<file path="src/rtl/mem_bus_ctrl.sv">
// Core-facing memory/IO bus controller: posted-write buffer with read-after-write
// forwarding in front of a 256x16 synchronous RAM, plus LED/switch MMIO decode.
module mem_bus_ctrl #(
   parameter int         WBUF_DEPTH = 2,
   parameter logic [8:0] LED_ADDR   = 9'h100,
   parameter logic [8:0] SW_ADDR    = 9'h140
) (
   input  logic        clk,
   input  logic        reset,
   input  logic [1:0]  mem_cmd,
   input  logic [8:0]  mem_addr,
   input  logic [15:0] write_data,
   output logic [15:0] read_data,
   output logic        read_valid,
   output logic        wb_empty,
   output logic [7:0]  ram_addr,
   output logic        ram_we,
   output logic [15:0] ram_din,
   input  logic [15:0] ram_dout,
   input  logic [7:0]  sw,
   output logic [7:0]  led
);
   typedef enum logic [1:0] {SRC_ZERO, SRC_RAM, SRC_FWD} src_e;

   logic [7:0]  ent_addr_q [WBUF_DEPTH];
   logic [7:0]  ent_addr_d [WBUF_DEPTH];
   logic [15:0] ent_data_q [WBUF_DEPTH];
   logic [15:0] ent_data_d [WBUF_DEPTH];
   logic [2:0]  cnt_q, cnt_d;
   src_e        src_q;
   logic [15:0] fwd_q;
   logic        rvld_q;
   logic [7:0]  led_q;

   logic        is_read, is_write, is_ram, ram_rd, ram_wr, drain, hit;
   logic [15:0] hit_data;

   assign is_read  = (mem_cmd == 2'b01);
   assign is_write = (mem_cmd == 2'b10);
   assign is_ram   = !mem_addr[8];
   assign ram_rd   = is_read && is_ram;
   assign ram_wr   = is_write && is_ram;
   // A RAM read owns the port; reset suppresses draining so discarded entries never land
   assign drain    = !reset && !ram_rd && (cnt_q != 3'd0);

   // Entries are kept in age order (index 0 oldest), so the last match is the youngest
   always_comb begin
      hit      = 1'b0;
      hit_data = '0;
      for (int i = 0; i < WBUF_DEPTH; i++) begin
         if ((3'(i) < cnt_q) && (ent_addr_q[i] == mem_addr[7:0])) begin
            hit      = 1'b1;
            hit_data = ent_data_q[i];
         end
      end
   end

   always_comb begin
      ent_addr_d = ent_addr_q;
      ent_data_d = ent_data_q;
      cnt_d      = cnt_q;
      if (drain) begin
         for (int i = 0; i < WBUF_DEPTH - 1; i++) begin
            ent_addr_d[i] = ent_addr_q[i+1];
            ent_data_d[i] = ent_data_q[i+1];
         end
         cnt_d = cnt_q - 3'd1;
      end
      // A write cycle never carries a RAM read, so a full buffer always drains here first
      if (ram_wr) begin
         for (int i = 0; i < WBUF_DEPTH; i++) begin
            if (3'(i) == cnt_d) begin
               ent_addr_d[i] = mem_addr[7:0];
               ent_data_d[i] = write_data;
            end
         end
         cnt_d = cnt_d + 3'd1;
      end
   end

   always_ff @(posedge clk) begin
      ent_addr_q <= ent_addr_d;
      ent_data_q <= ent_data_d;
      if (is_read) begin
         if (is_ram) fwd_q <= hit_data;
         else        fwd_q <= {8'h00, sw};
      end
   end

   always_ff @(posedge clk) begin
      if (reset) begin
         cnt_q  <= 3'd0;
         src_q  <= SRC_ZERO;
         rvld_q <= 1'b0;
         led_q  <= 8'h00;
      end else begin
         cnt_q  <= cnt_d;
         rvld_q <= is_read;
         if (is_read) begin
            if (is_ram)                src_q <= hit ? SRC_FWD : SRC_RAM;
            else if (mem_addr == SW_ADDR) src_q <= SRC_FWD;
            else                       src_q <= SRC_ZERO;
         end
         if (is_write && (mem_addr == LED_ADDR)) led_q <= write_data[7:0];
      end
   end

   always_comb begin
      case (src_q)
         SRC_RAM: read_data = ram_dout;
         SRC_FWD: read_data = fwd_q;
         default: read_data = 16'h0000;
      endcase
   end

   assign read_valid = rvld_q;
   assign wb_empty   = (cnt_q == 3'd0);
   assign ram_we     = drain;
   assign ram_addr   = drain ? ent_addr_q[0] : mem_addr[7:0];
   assign ram_din    = ent_data_q[0];
   assign led        = led_q;

endmodule

</file>
<file path="config.mk">
export PLATFORM = sky130hd
export DESIGN_NAME = mem_bus_ctrl
export DESIGN_NICKNAME = d
export VERILOG_FILES = /design/src/rtl/mem_bus_ctrl.sv
export SDC_FILE = /design/constraint.sdc
export NUM_CORES = 1
export LEC_CHECK = 0
export BUFFER_PORTS_ARGS = -buffer_cell sky130_fd_sc_hd__buf_2
export CORE_ASPECT_RATIO = 1.2
export CORE_UTILIZATION = 46
export DETAILED_ROUTE_END_ITERATION = 7
export PLACE_DENSITY = 0.71
export SYNTH_ARGS = -nofsm -noshare
export SYNTH_HDL_FRONTEND = slang
export SYNTH_SLANG_ARGS = --single-unit
</file>
<file path="constraint.sdc">
create_clock -name clk -period 4.2 [get_ports clk]
set_input_delay 0.84 -clock clk [delete_from_list [all_inputs] [get_ports clk]]
set_output_delay 0.84 -clock clk [all_outputs]
set_load 0.05 [all_outputs]
</file>
Word level (Yosys, flattened, before mapping)

Cells that the tools add are included.

Memories: 0
Output and inout bits: 51
Bits in registers: 78
Memory bits (read-only): 0
RAM bits: 0
Latch bits: 0
Word-level logic and storage cells: 57

Shifts and indexed selects: 0
$add $sub $neg: 2
Reductions and logical operators: 14
Multiplexer cells: 20
Div/mod/pow operators: 0
Bitwise gates (word level): 0
Multipliers: 0
Order comparisons: 2
Equality and inequality tests: 9

Operators by type and width:

| operator            | number |
|---|---|
| $mux 16             | 6 |
| $mux 8              | 5 |
| $mux 32             | 1 |
| $pmux 16 s2         | 1 |
| $eq 9x9->1 const B  | 2 |
| $eq 8x8->1          | 2 |
| $logic_and 1x1->1   | 7 |
| $logic_not 3->1     | 2 |
| $lt 1x3->1 const A  | 2 |
| $mux 2              | 3 |
| $mux 3              | 2 |
| $eq 2x1->1 const B  | 2 |
| $eq 2x2->1 const B  | 2 |
| $add 3x1->3 const B | 1 |
| $eq 1x3->1 const A  | 1 |
| $logic_not 1->1     | 3 |
| $reduce_bool 3->1   | 1 |
| $sub 3x1->3 const B | 1 |
| $mux 1              | 2 |
| $reduce_and 2->1    | 1 |

Depth between registers and ports, before layout

Depth after elaboration: 9
Gate-level depth with buffers: 12

Worst setup path before layout

No wires, ideal clock.

Kind: input to register
Start: input port reset
End: register ent_addr_q[0] (netlist bit) (enable)
Path slack: 0.757 ns
Arrival: 3.038 ns
Path buffers: 2
Stages on the path: 8
Library setup time: 0.405 ns
Cell sequence: buf_2 > nor3_2 > buf_6 > xnor2_1 > inv_1 > ha_1 > nand2_1 > nor2_1

Longest elaborated chain between the ends: 6

RTL lines:

| element                           | RTL line | text |
|---|---|---|
| from (decl)                       | 9        | `input logic reset,` |
| $logic_not 1->1                   | 44       | `assign drain = !reset && !ram_rd && (cnt_q != 3'd0);` |
| $logic_and 1x1->1 (2 in series)   | 44       |  |
| $mux 3                            | 62       | `if (drain) begin` |
| $eq 1x3->1                        | 72       | `if (3'(i) == cnt_d) begin` |
| $reduce_and 2->1 (no source line) | -        |  |
| to (signal assigned)              | 82       | `ent_addr_q <= ent_addr_d;` |
| to (decl)                         | 25       | `logic [7:0] ent_addr_q [WBUF_DEPTH];` |

No other way between the ends.
A chain may end at the register's enable or synchronous reset.

Worst setup path in the final report

Start: input port mem_addr[8]
End: output port ram_addr[5]

Longest elaborated chain between the ends: 6

RTL lines:

| element                         | RTL line | text |
|---|---|---|
| from (decl)                     | 11       | `input logic [8:0] mem_addr,` |
| $logic_not 1->1                 | 40       | `assign is_ram = !mem_addr[8];` |
| $logic_and 1x1->1               | 41       | `assign ram_rd = is_read && is_ram;` |
| $logic_not 1->1                 | 44       |  |
| $logic_and 1x1->1 (2 in series) | 44       |  |
| $mux 8                          | 119      | `assign ram_addr = drain ? ent_addr_q[0] : mem_addr[7:0];` |
| to (decl)                       | 16       | `output logic [7:0] ram_addr,` |

No other way between the ends.

==> key figures <==
Clocking
  • CTS max path bufs: 2
  • CTS tree: done
  • Post-CTS resize count: 0
  • CTS Buf Count: 9
  • Hold-fix buffers, CTS: 0
  • Clock Latency Late Sink: 0.35 ns
  • Clock Sinks: 78
  • CTS root buffer: clkbuf_8
  • CTS clk-pin slew, worst paths: 0.07 ns
  • CTS H-Tree Depth: 3
  • Post-CTS setup buffer count: 0

Critical path
  • Critical Setup Path Class: in -> out
  • Largest stage delay, worst path: 0.38 ns
  • Crit path top cell by count: buf_2
  • Worst path slowest cell: mux2_2
  • Worst path required time: 3.36 ns
  • Worst setup EP type: output port
  • Worst Path Max Fanout: 20
  • Critical path arrival: 2.36 ns
  • Reg2Reg Setup Slack: 1.19 ns
  • Critical Path Start Type: input port
  • CP Cell Sequence: buf_2, nor3b_4, nor3_4, buf_4, mux2_2, buf_2

Placement
  • DP Wirelength: 6340 um
  • IO Port Bufs: 103
  • Dpl cell area: 0.00457 mm2
  • Placed Cells: 542
  • GP Congestion: 0.830
  • Post-Place Setup Slack: 0.759 ns

Power
  • Worst vdd ir: 0.572 mV
  • Cell Pwr Density: 659 mW/mm2
  • Pleak: 2.01 nW

Floorplanning
  • Core area: 0.00861 mm2
  • Die height: 106 um
  • Row cnt: 37
  • Top Ports: 104
  • Starting density of the core: 0.477
  • Die ar.: 0.00932 mm2
  • Width of the die: 88.3 um

GRT
  • GR peak layer: met2
  • Number of global-route vias before repair: 2,690
  • GR Util All Layers: 0.188
  • Largest net degree at the start of global routing: 25
  • M3 GR Usage: 0.0399
  • M2 GR Usage: 0.309
  • Initial antenna violation count: 0
  • Met1 usage: 0.228
  • Grt total ovfl: 0
  • First-pass GRT wire length: 13,200 um

Cells and area
  • Synth-to-Final Area Change: 15.2%
  • Final non-filler cell total: 558
  • Post-route cell area: 0.00473 mm2
  • Number of diodes: 0
  • Layout cells sized above 1: 0.438
  • Fill cell count: 770
  • Total Nets Final: 497

Synth
  • Mapped Cells: 352
  • Syn nets: 413
  • Seq cells post-synth: 78
  • Ranking of synthesized cells by area: edfxtp_1 (29%), dfxtp_1 (19%), mux2_2 (10%)
  • Share of the synthesized area in the top cell type: 0.292
  • Mean post-synth cell area: 11.7 um2
  • Post-synthesis sequential area ratio: 0.477
  • EDFF count, synth: 40
  • Top cell type by total area after synthesis: edfxtp_1
  • Asr flop ratio synth: 0
  • Synth warn: 0
  • Post-synth top flop: edfxtp_1
  • Mapped Area: 0.00411 mm2
  • Netlist cell types: 44

Hold path
  • HP Class: reg -> reg

Job
  • Max cap viols: 0

Timing
  • Clk_skew: 0.00877 ns
  • RSZ-0062 raised after global routing: no
  • Slew HR: 0.556
  • Min Tclk post-route: 3.20 ns
  • Fin crit share: 0.762
  • Achievable Freq: 313 MHz
  • Final setup margin: 1.00 ns
  • Hold_ws: 0.501 ns
  • Setup violation total in the final timing report: 0
  • Final Hold Fails: 0
  • Measured slew at the worst slew-check pin: 0.665 ns
  • Fin. max-slew vios: 0
  • Setup TNS: 0 ns

Detailed routing
  • DR pass1 iterations: 4
  • DR WL/cell: 15.4 um
  • WL final: 8600 um
  • Residual DRC count: 0
  • DR iter-0 viols: 207
  • Vias: 2,890
  • Via density: 5.18
  • Post-route ant nets: 0

Run status
  • Status: finished, final reports clean
## cell families after synthesis
group / after synthesis / synth area share
mux: 65 / 0.193
simple gates: 93 / 0.118
compound gates: 45 / 0.0743
flops: 78 / 0.477
buf+inv: 43 / 0.0688
fa+ha+maj: 8 / 0.0244
xor+xnor: 20 / 0.0444
## final timing paths
| kind | from | to | depth (start not counted) |
|---|---|---|---|
| max reg2reg | cnt_q[0] | ram_din[1] | 11 |
| min | led[1] | led[1] | 2 |
| max | mem_addr[8] | ram_addr[5] | 6 |
| min reg2reg | led[1] | led[1] | 2 |
## flip-flops by register name, summed over array words and instances, names as in the netlist
signal      flops
ram_din        16
fwd_q          16
led             8
cnt_q           3
read_valid      1
ent_addr_q     16
src_q           2
ent_data_q     16
## placed cells by master, fill, tap and decap left out, types with 16 or more instances in the layout
master	instances
buf_2	103
edfxtp_1	40
dfxtp_1	38
mux2_2	37
nor2_1	32
nand2_1	26
mux2_4	19
a22oi_1	16
## layer usage
layer  up-vias  wire length (um)
li1       1415                 -
met1      1351              3720
met2       105              4180
met3        19               475
met4         0               232
met5         -                 0
## where the power goes
part / internal [mW] / leakage, nW / switching, mW
Sequential: 0.977 / 0.681 / 0.132
Clock: 0.230 / 0.0844 / 0.260
Combinational: 0.641 / 1.25 / 0.878
Total: 1.85 / 2.01 / 1.27
## critical path: cells and delay by family
family,cells,cell delay [ns]
AND/OR/NAND/NOR,2,0.26
multiplexers,1,0.38
buffers and inverters,3,0.86
## cell type report
type,instances,area (um2),share of cell area
clock inverters,2,10.0,0.00211
multi-input cells,231,1880,0.397
flip-flops and latches,78,1960,0.414
repair buffers,108,553,0.117
clock buffers,14,153,0.0322
inverters,8,30.0,0.00634
well taps,117,146,0.0309
## through the flow
stage          total power, mW   util
2_1_floorplan             2.46      -
3_5_place_dp              2.65  0.531
3_3_place_gp              2.61  0.531
5_1_grt                   3.27  0.550
6_report                  3.12  0.550
4_1_cts                   3.15  0.550
## Yosys cell counts, types with 2 or more instances
cell type  number
a21oi_1        12
xor2_1         12
ha_1            8
xnor2_1         7
nor4_1          2
nand2_1        26
buf_12          2
nand3_1        12
a22oi_1        16
nor2_1         33
nor4_2          3
buf_2           2
nand4_1         2
mux2_2         37
buf_4          17
mux2i_1         9
a2bb2oi_1       2
a31o_2          6
mux2_4         19
edfxtp_1       40
dfxtp_1        38
clkbuf_1       10
inv_1           8
o21ai_0         6
buf_6           3
and3_1          2
(Power assumes the default switching activity.)
